<file path="src/rtl/riscv_mem_pkg.sv">
// rtl/riscv_mem_pkg.sv - shared state encoding and fault cause codes for the data memory bridge
package riscv_mem_pkg;

  typedef enum logic [1:0] {
    IDLE = 2'd0,
    REQ  = 2'd1,
    DONE = 2'd2
  } state_t;

  localparam logic [1:0] FAULT_NONE     = 2'd0;
  localparam logic [1:0] FAULT_BUS      = 2'd1;
  localparam logic [1:0] FAULT_TIMEOUT  = 2'd2;
  localparam logic [1:0] FAULT_MISALIGN = 2'd3;

endpackage

</file>
<file path="src/rtl/data_mem_bridge_if.sv">
// rtl/data_mem_bridge_if.sv - req/ack memory bus between the bridge (master) and a slave
interface data_mem_bridge_if #(
  parameter int ADDR_W = 32,
  parameter int DATA_W = 32
);
  logic              bus_req;
  logic              bus_we;
  logic [ADDR_W-1:0] bus_addr;
  logic [DATA_W-1:0] bus_wdata;
  logic              bus_ack;
  logic [DATA_W-1:0] bus_rdata;
  logic              bus_err;

  modport master (
    output bus_req, bus_we, bus_addr, bus_wdata,
    input  bus_ack, bus_rdata, bus_err
  );

  modport slave (
    input  bus_req, bus_we, bus_addr, bus_wdata,
    output bus_ack, bus_rdata, bus_err
  );
endinterface

</file>
<file path="src/rtl/mem_timeout_counter.sv">
// rtl/mem_timeout_counter.sv - counts REQ cycles and flags the last permitted one
module mem_timeout_counter #(
  parameter int TIMEOUT = 255
) (
  input  logic clk,
  input  logic reset,
  input  logic clear,
  input  logic enable,
  output logic expired
);
  localparam int W = $clog2(TIMEOUT + 1);
  localparam logic [W-1:0] LAST = W'(TIMEOUT - 1);

  logic [W-1:0] count;

  // Count wait cycles; clear has priority so a fresh request always starts at 0
  always_ff @(posedge clk or negedge reset) begin
    if (!reset) begin
      count <= '0;
    end else if (clear) begin
      count <= '0;
    end else if (enable) begin
      count <= count + W'(1);
    end
  end

  // Expired marks the final REQ cycle, so bus_req is high for exactly TIMEOUT cycles
  assign expired = (count == LAST);
endmodule

</file>
<file path="src/rtl/data_mem_bridge.sv">
// rtl/data_mem_bridge.sv - turns core load/store requests into registered req/ack bus transactions
module data_mem_bridge
  import riscv_mem_pkg::*;
#(
  parameter int ADDR_W  = 32,
  parameter int DATA_W  = 32,
  parameter int TIMEOUT = 255
) (
  input  logic              clk,
  input  logic              reset,
  input  logic [ADDR_W-1:0] data_addr,
  input  logic              should_read_mem,
  input  logic              should_write_mem,
  input  logic [DATA_W-1:0] mem_write_data,
  output logic [DATA_W-1:0] mem_read_data,
  output logic              mem_stall,
  output logic              mem_fault,
  output logic [1:0]        fault_cause,
  data_mem_bridge_if.master bus
);
  state_t state, state_next;

  logic              op;
  logic              stall;
  logic              capture;
  logic              cnt_clear;
  logic              cnt_en;
  logic              expired;
  logic              set_fault;
  logic [1:0]        fault_code;
  logic              clr_rdata;
  logic              load_rdata;

  logic [ADDR_W-1:0] addr_q;
  logic [DATA_W-1:0] wdata_q;
  logic              we_q;
  logic [DATA_W-1:0] rdata_q;
  logic              fault_q;
  logic [1:0]        cause_q;

  assign op = should_read_mem | should_write_mem;

  mem_timeout_counter #(.TIMEOUT(TIMEOUT)) u_timeout (
    .clk     (clk),
    .reset   (reset),
    .clear   (cnt_clear),
    .enable  (cnt_en),
    .expired (expired)
  );

  // State register
  always_ff @(posedge clk or negedge reset) begin
    if (!reset) begin
      state <= IDLE;
    end else begin
      state <= state_next;
    end
  end

  // Next-state decode and per-cycle control strobes
  always_comb begin
    state_next = state;
    stall      = 1'b0;
    capture    = 1'b0;
    cnt_clear  = 1'b0;
    cnt_en     = 1'b0;
    set_fault  = 1'b0;
    fault_code = FAULT_NONE;
    clr_rdata  = 1'b0;
    load_rdata = 1'b0;
    case (state)
      IDLE: begin
        stall = op;
        if (op) begin
          capture = 1'b1;
          if (data_addr[1:0] != 2'b00) begin
            set_fault  = 1'b1;
            fault_code = FAULT_MISALIGN;
            clr_rdata  = 1'b1;
            state_next = DONE;
          end else begin
            cnt_clear  = 1'b1;
            state_next = REQ;
          end
        end
      end
      REQ: begin
        stall = 1'b1;
        if (bus.bus_err) begin
          set_fault  = 1'b1;
          fault_code = FAULT_BUS;
          clr_rdata  = 1'b1;
          state_next = DONE;
        end else if (bus.bus_ack) begin
          load_rdata = ~we_q;
          state_next = DONE;
        end else if (expired) begin
          set_fault  = 1'b1;
          fault_code = FAULT_TIMEOUT;
          clr_rdata  = 1'b1;
          state_next = DONE;
        end else begin
          cnt_en = 1'b1;
        end
      end
      DONE: begin
        state_next = IDLE;
      end
      default: begin
        state_next = IDLE;
      end
    endcase
  end

  // Request capture, read-data return and first-fault-wins latch
  always_ff @(posedge clk or negedge reset) begin
    if (!reset) begin
      addr_q  <= '0;
      wdata_q <= '0;
      we_q    <= 1'b0;
      rdata_q <= '0;
      fault_q <= 1'b0;
      cause_q <= FAULT_NONE;
    end else begin
      if (capture) begin
        addr_q  <= data_addr;
        wdata_q <= mem_write_data;
        we_q    <= should_write_mem;
      end
      if (clr_rdata) begin
        rdata_q <= '0;
      end else if (load_rdata) begin
        rdata_q <= bus.bus_rdata;
      end
      if (set_fault && !fault_q) begin
        fault_q <= 1'b1;
        cause_q <= fault_code;
      end
    end
  end

  // Stall is gated by reset so the core never sees it while the bridge is held in reset
  assign mem_stall     = stall & reset;
  assign mem_read_data = rdata_q;
  assign mem_fault     = fault_q;
  assign fault_cause   = cause_q;

  assign bus.bus_req   = (state == REQ);
  assign bus.bus_we    = we_q;
  assign bus.bus_addr  = addr_q;
  assign bus.bus_wdata = wdata_q;
endmodule

</file>
<file path="src/flat_wrapper.sv">
// flat-port wrapper written by rule: the top's interface ports become plain ports
module data_mem_bridge_flat import riscv_mem_pkg::*;
#(
  parameter int ADDR_W  = 32,
  parameter int DATA_W  = 32,
  parameter int TIMEOUT = 255
)
  (clk, reset, data_addr, should_read_mem, should_write_mem, mem_write_data, mem_read_data, mem_stall, mem_fault, fault_cause, bus_bus_req, bus_bus_we, bus_bus_addr, bus_bus_wdata, bus_bus_ack, bus_bus_rdata, bus_bus_err);
  data_mem_bridge_if #(.ADDR_W(ADDR_W), .DATA_W(DATA_W)) bus_i ();
  input  logic clk;
  input  logic reset;
  input  logic [ADDR_W-1:0] data_addr;
  input  logic should_read_mem;
  input  logic should_write_mem;
  input  logic [DATA_W-1:0] mem_write_data;
  output logic [DATA_W-1:0] mem_read_data;
  output logic mem_stall;
  output logic mem_fault;
  output logic [1:0] fault_cause;
  output wire logic [$bits(bus_i.bus_req)-1:0] bus_bus_req;
  output wire logic [$bits(bus_i.bus_we)-1:0] bus_bus_we;
  output wire logic [$bits(bus_i.bus_addr)-1:0] bus_bus_addr;
  output wire logic [$bits(bus_i.bus_wdata)-1:0] bus_bus_wdata;
  input wire logic [$bits(bus_i.bus_ack)-1:0] bus_bus_ack;
  input wire logic [$bits(bus_i.bus_rdata)-1:0] bus_bus_rdata;
  input wire logic [$bits(bus_i.bus_err)-1:0] bus_bus_err;
  assign bus_bus_req = bus_i.bus_req;
  assign bus_bus_we = bus_i.bus_we;
  assign bus_bus_addr = bus_i.bus_addr;
  assign bus_bus_wdata = bus_i.bus_wdata;
  assign bus_i.bus_ack = bus_bus_ack;
  assign bus_i.bus_rdata = bus_bus_rdata;
  assign bus_i.bus_err = bus_bus_err;
  data_mem_bridge #(.ADDR_W(ADDR_W), .DATA_W(DATA_W), .TIMEOUT(TIMEOUT)) u_core (.clk(clk), .reset(reset), .data_addr(data_addr), .should_read_mem(should_read_mem), .should_write_mem(should_write_mem), .mem_write_data(mem_write_data), .mem_read_data(mem_read_data), .mem_stall(mem_stall), .mem_fault(mem_fault), .fault_cause(fault_cause), .bus(bus_i));
endmodule
</file>
<file path="config.mk">
export PLATFORM = sky130hd
export DESIGN_NAME = data_mem_bridge_flat
export DESIGN_NICKNAME = d
export VERILOG_FILES = /design/src/rtl/riscv_mem_pkg.sv /design/src/rtl/data_mem_bridge_if.sv /design/src/rtl/mem_timeout_counter.sv /design/src/rtl/data_mem_bridge.sv /design/src/flat_wrapper.sv
export SDC_FILE = /design/constraint.sdc
export NUM_CORES = 1
export LEC_CHECK = 0
export CORE_ASPECT_RATIO = 2
export CORE_MARGIN = 8
export CORE_UTILIZATION = 36
export DETAILED_ROUTE_END_ITERATION = 7
export GPL_ROUTABILITY_DRIVEN = 1
export PLACE_DENSITY = 0.81
export SYNTH_ARGS = -nofsm -noshare
export SYNTH_HDL_FRONTEND = slang
export SYNTH_SLANG_ARGS = --single-unit
</file>
<file path="constraint.sdc">
create_clock -name clk -period 3 [get_ports clk]
set_clock_uncertainty 0.1 [all_clocks]
set_input_delay 0.6 -clock clk [delete_from_list [all_inputs] [get_ports clk]]
set_output_delay 0.6 -clock clk [all_outputs]
set_load 0.02 [all_outputs]
</file>
==> out/summary.txt, run 1 <==
commonest non-fill, non-tap cell in the layout: clkdlybuf4s50_1
Hold Crit Class: in -> async
maximum VDD drop: 0.484 mV
# DRC: 0
pre-CTS WS: 0.0567 ns
Async SR Flop Fraction: 1.00
first-pass GRT wire length: 23,400 um
Fill cells: 1,141
top cell type's share of synthesized area: 0.565
initial antenna violation count: 0
CTS buffer count: 9
Routed WL: 15,100 um
Synth Instances: 380
Storage cell area: 0.00275 mm^2
status: completed
setup TNS: 0 ns
clk slew on worst S/H paths: 0.08 ns
CTS sink count: 110
sequential fraction of the synthesis area: 0.565
Core Region: 0.0134 mm^2
Synth warnings: 0
Power Density: 706 mW/mm^2
multi-input logic area: 0.00192 mm^2
Period Utilization, post-route: 0.938
clock root buffer: clkbuf_16
startpoint types: primary input
CP required: 2.30 ns
Die Wd: 98.2 um
number of diodes: 0
Slew Limit Headroom: 0.0986
max-cap violation count: 0
post-synthesis cell type count: 44
Final #Nets: 669
synth top area cells: dfrtp_1 57%, mux2_1 12%, a221oi_1 5.8%
internal reg-to-reg setup slack: 0.24 ns
Die Span Y: 180 um
Pleak: 0.00285 uW
I/O pins: 204
Total GRT Usage: 0.165
routed vias: 4,000
max-slew violations: 0
Crit Path Class: in -> out
later-pin clock latency in the skew report: 0.33 ns
HPWL after DPL: 11,400 um
Crit Reg-Reg Startpoint: u_core.u_timeout.count[0]$_DFFE_PN0P_
R2R depth: 5
Hold Fails Final Rpt: 0
Seq cells post-synth: 110
Net Count, Synth: 484
GP Congestion: 0.817
dominant synthesized flop cell: dfrtp_1
area grow syn2layout: 49.2%
postcts setup bufs: 0
area of the mapped netlist: 0.00487 mm^2
Largest stage delay, worst path: 0.64 ns
CTS tree: built
most frequent cells in the layout: 202 x clkdlybuf4s50_1, 110 x dfrtp_1, 54 x mux2_1
Worst Setup End Kind: primary output
max frequency: 355 MHz
vias in the first global route: 4,290
die area: 0.0177 mm^2
RSZ-0062 raised after global routing: false
CP max stage cell: clkdlybuf4s50_1
arrival time worst endpoint: 2.12 ns
pin count of the biggest net entering global routing: 65
number of enable flip-flop cells after synthesis: 0
worst slew pin tran: 1.35 ns
IO buf count: 203
r2r endpoint: u_core.mem_read_data[2]$_DFFE_PN0P_
final core occ: 0.543
setup ws final: 0.185 ns
crit path cell chain: clkdlybuf4s50_1 > or2_1 > nor2_1 > nor3b_1 > clkdlybuf4s50_1
GRT Residual Overflow: 0
Avg Cell Area, Syn: 12.8 um^2
Vias per Instance: 5.52
most frequent CP cell: clkdlybuf4s50_1
first drt pass iteration count: 5
share of post-route cells with drive strength above 1: 0.0825
clock period minus worst slack: 2.82 ns
antenna-violating nets left: 0
htree depth: 3
Clock Path Buffers: 2
Initial DRC Count: 245
WL per Instance: 20.8 um
Post-CTS Resized: 0
# rows: 60
largest fanout on the critical path: 4
final setup violating endpoints: 0
Yosys top cell by area: dfrtp_1
initial core utilization: 0.364
hold_buf cts: 0
registers in the layout, indices dropped and copies added (netlist names):
name / cells
u_core.bus.bus_wdata: 32
u_core.mem_read_data: 32
u_core.u_timeout.count: 8
u_core.bus.bus_we: 1
u_core.mem_fault: 1
u_core.fault_cause: 2
u_core.bus.bus_addr: 32
u_core.state: 2
synth_stat cells (2+ instances only):
master / n
clkbuf_1: 14
mux2_1: 54
mux2_2: 10
mux2i_1: 9
inv_1: 4
o211ai_1: 2
a221oi_1: 32
dfrtp_1: 110
nand2b_1: 2
nand2_1: 3
or2_1: 2
buf_2: 17
nor2b_1: 2
and3_1: 2
nand3_1: 35
buf_6: 6
nor4_2: 2
o31ai_1: 11
o21ai_0: 27
a211oi_2: 2
nand4_1: 3
o21ai_1: 6
nor2_1: 3
ha_1: 2
critical path, delay by kind of cell:
kind / cells / cell delay [ns]
buf+inv: 2 / 1.13
simple gates: 3 / 0.39
final cells by class:
class	count	share of cell area
Clock buffer	11	0.0334
Inverter	4	0.00207
Tap cell	155	0.0267
Timing Repair Buffer	211	0.288
Clock inverter	5	0.00724
Multi-Input combinational cell	229	0.264
Sequential cell	110	0.379
kinds of logic (layout without fill, tap and decap cells):
group | count (synthesis) | in the layout | synth area share
flops | 110 | 110 | 0.565
mux | 73 | 73 | 0.167
simple gates | 67 | 67 | 0.0892
fa+ha+maj | 2 | 2 | 0.00514
compound gates | 87 | 87 | 0.129
buf+inv | 41 | 231 | 0.0452
worst max-delay path by stage:
stage / slack [ns] / end / depth (start not counted) / start
final: 0.18 / mem_stall / 5 / should_read_mem
after global routing: 0.1 / u_core.mem_read_data[0]$_DFFE_PN0P_ / 5 / u_core.u_timeout.count[0]$_DFFE_PN0P_
after CTS: 0.17 / mem_stall / 5 / should_write_mem
after detailed placement: 0.06 / u_core.mem_read_data[0]$_DFFE_PN0P_ / 3 / bus_bus_ack
after global placement: 0.17 / u_core.mem_read_data[22]$_DFFE_PN0P_ / 3 / bus_bus_ack
after floorplan: 1.02 / mem_stall / 3 / should_write_mem
metrics by stage:
step | std cells | cell area (um^2) | total power (uW) | hold slack [ns]
finish | 725 | 7260 | 5130 | 0.354
global placement | 709 | 6970 | 3960 | 0.366
detailed placement | 709 | 6970 | 4030 | 0.374
floorplan | 380 | 4870 | 3010 | 0.204
global route | 725 | 7260 | 5360 | 0.407
CTS | 725 | 7260 | 5200 | 0.375
power by group:
group	internal (uW)	total [uW]	switching [uW]	leakage, uW
Clock	605	1170	561	0.000141
Sequential	1820	2010	188	0.00137
Combinational	950	1950	1000	0.00133
Total	3370	5130	1750	0.00285
routing by layer:
| metal | vias to the layer above | track usage | routed length [um] |
|---|---|---|---|
| li1 | 1799 | - | - |
| met1 | 2004 | 0.151 | 5160 |
| met2 | 167 | 0.330 | 8700 |
| met3 | 30 | 0.0356 | 753 |
| met4 | 0 | 0.0743 | 445 |
| met5 | - | 0 | 0 |
Power figures use the tool's default switching activity.
==> inputs of run 2 (changes only) <==
--- a/config.mk
+++ b/config.mk
@@ -8,6 +8,7 @@
 export CORE_ASPECT_RATIO = 2
 export CORE_MARGIN = 8
 export CORE_UTILIZATION = 36
+export CTS_CLUSTER_SIZE = 25
 export DETAILED_ROUTE_END_ITERATION = 7
 export GPL_ROUTABILITY_DRIVEN = 1
 export PLACE_DENSITY = 0.81
==> results of run 2 <==
Final layout, timing and power as in run 1 (identical DEF).
==> inputs of run 3 (changes only) <==
--- a/config.mk
+++ b/config.mk
@@ -6,7 +6,7 @@
 export NUM_CORES = 1
 export LEC_CHECK = 0
 export CORE_ASPECT_RATIO = 2
-export CORE_MARGIN = 8
+export CORE_MARGIN = 2
 export CORE_UTILIZATION = 36
 export CTS_CLUSTER_SIZE = 25
 export DETAILED_ROUTE_END_ITERATION = 7
==> run 3 against run 2 <==
- die area down 18%
- core utilization up 0.10 points
- non-clock buffer count up 2
- maximum frequency down 0.83%
- critical path depth unchanged
- sequential cell count unchanged
- via count down 0.15%
- power up 0.46%
- global-route usage up 3.2 points
- first-iteration DRC count down 5.7%
- register-to-register slack better by 0.04 ns
- wire length down 4.1%
==> out/summary.txt, run 3 (synthesis gave the netlist of run 1 again) <==
WL per Instance: 19.8 um (-4.5%)
clock period minus worst slack: 2.84 ns (+0.0236 ns)
Total GRT Usage: 0.197 (+0.0317)
pin count of the biggest net entering global routing: 62 (-4.6%)
Post-Layout Inst Area: 0.00728 mm^2 (+0.19%)
CTS sink count: 110 (unchanged)
Core Region: 0.0134 mm^2 (unchanged)
maximum VDD drop: 0.430 mV (-11%)
Die Wd: 86.2 um (-12%)
pre-CTS WS: 0.123 ns (+0.0662 ns)
area grow syn2layout: 49.4%
Routed WL: 14,400 um (-4.1%)
clock root buffer: clkbuf_16
GRT Residual Overflow: 0 (unchanged)
Crit path max-delay family: buffers and inverters
Largest stage delay, worst path: 0.64 ns (about the same)
share of post-route cells with drive strength above 1: 0.0857 (+0.00321)
CTS buffer count: 9 (unchanged)
most frequent cells in the layout: 202 x clkdlybuf4s50_1, 110 x dfrtp_1, 54 x mux2_1
status: completed
hold_buf cts: 0 (unchanged)
startpoint types: primary input
Post-CTS Resized: 0 (unchanged)
Final #Nets: 671 (+0.30%)
setup TNS: 0 ns (unchanged)
htree depth: 3 (unchanged)
# rows: 60 (unchanged)
initial antenna violation count: 0 (unchanged)
Clock Path Buffers: 2 (unchanged)
I/O pins: 204 (unchanged)
CP max stage cell: clkdlybuf4s50_1
max-slew violations: 0 (unchanged)
largest fanout on the critical path: 4 (unchanged)
arrival time worst endpoint: 2.14 ns (+0.02 ns)
Hold Fails Final Rpt: 0 (unchanged)
HPWL after DPL: 10,600 um (-7.3%)
max frequency: 352 MHz (-0.83%)
die area: 0.0145 mm^2 (-18%)
routed vias: 3,994 (-0.15%)
clk slew on worst S/H paths: 0.08 ns (about the same)
first-pass GRT wire length: 22,300 um (-4.5%)
Vias per Instance: 5.49 (-0.56%)
max-cap violation count: 0 (unchanged)
Initial DRC Count: 231 (-5.7%)
Pleak: 0.00286 uW (+0.39%)
Fill cells: 1,158 (+1.5%)
crit path cell chain: clkdlybuf4s50_1 > or2_1 > nor2_1 > nor3b_1 > clkdlybuf4s50_1
Die Span Y: 168 um (-6.6%)
Slew Limit Headroom: 0.118 (+0.0195)
Worst Setup End Kind: primary output
Period Utilization, post-route: 0.946 (+0.00787)
worst slew pin tran: 1.32 ns (-0.0292 ns)
# DRC: 0 (unchanged)
commonest non-fill, non-tap cell in the layout: clkdlybuf4s50_1
GP Congestion: 0.868 (+6.2%)
most frequent CP cell: clkdlybuf4s50_1
Power Density: 708 mW/mm^2 (+0.27%)
antenna-violating nets left: 0 (unchanged)
initial core utilization: 0.364 (unchanged)
Hold Crit Class: in -> async
CP Buf/Inv Count: 2 (unchanged)
setup ws final: 0.161 ns (-0.0236 ns)
later-pin clock latency in the skew report: 0.34 ns (about the same)
vias in the first global route: 4,140 (-3.5%)
RSZ-0062 raised after global routing: false
Crit Path Class: in -> out
Post-DP Area: 0.00698 mm^2 (+0.22%)
postcts setup bufs: 0 (unchanged)
IO buf count: 203 (unchanged)
final setup violating endpoints: 0 (unchanged)
first drt pass iteration count: 5 (unchanged)
CP required: 2.30 ns (about the same)
CTS tree: built
[run 3: final cells by class]
cell class	count	area (um^2)	share of cell area
Antenna cell	1	2.50	0.000344
Sequential cell	110	2750	0.378
Multi-Input combinational cell	229	1920	0.263
Tap cell	155	194	0.0267
Clock inverter	6	62.6	0.00860
Inverter	4	15.0	0.00206
Clock buffer	10	229	0.0315
Timing Repair Buffer	213	2100	0.289
[run 3: worst paths after layout]
| check | from | endpoint | slack [ns] | depth (start not counted) |
|---|---|---|---|---|
| max in group asynchronous | reset | u_core.bus.bus_addr[15]$_DFFE_PN0P_ | 1.22 | 3 |
| worst max-delay path | should_write_mem | mem_stall | 0.16 | 5 |
| worst min-delay path | reset | u_core.bus.bus_wdata[24]$_DFFE_PN0P_ | 0.27 | 2 |
| worst max register to register | u_core.u_timeout.count[0]$_DFFE_PN0P_ | u_core.mem_read_data[8]$_DFFE_PN0P_ | 0.28 | 5 |
| min in group clk | u_core.bus.bus_wdata[3]$_DFFE_PN0P_ | u_core.bus.bus_wdata[3]$_DFFE_PN0P_ | 0.39 | 1 |
| worst min register to register | u_core.bus.bus_wdata[3]$_DFFE_PN0P_ | u_core.bus.bus_wdata[3]$_DFFE_PN0P_ | 0.39 | 1 |
[run 3: metrics by stage]
step                cells  hold slack [ns]   util  power (uW)
floorplan             380            0.204      -        3010
global placement      711            0.365  0.522        3960
detailed placement    711            0.374  0.522        4030
CTS                   727            0.288  0.544        5220
global route          727            0.320  0.544        5400
finish                728            0.270  0.544        5150
[run 3: power by group]
part / switching [uW] / total (uW) / internal (uW)
registers: 201 / 2020 / 1820
clock network: 577 / 1160 / 587
logic: 1010 / 1960 / 956
[run 3: metal layers]
metal,GRT usage,vias to the layer above,part of all wire
met3,0.0327,24,0.042
met1,0.215,2019,0.34
li1,-,1805,-
met2,0.362,146,0.58
met5,0,-,0
met4,0.0931,0,0.034
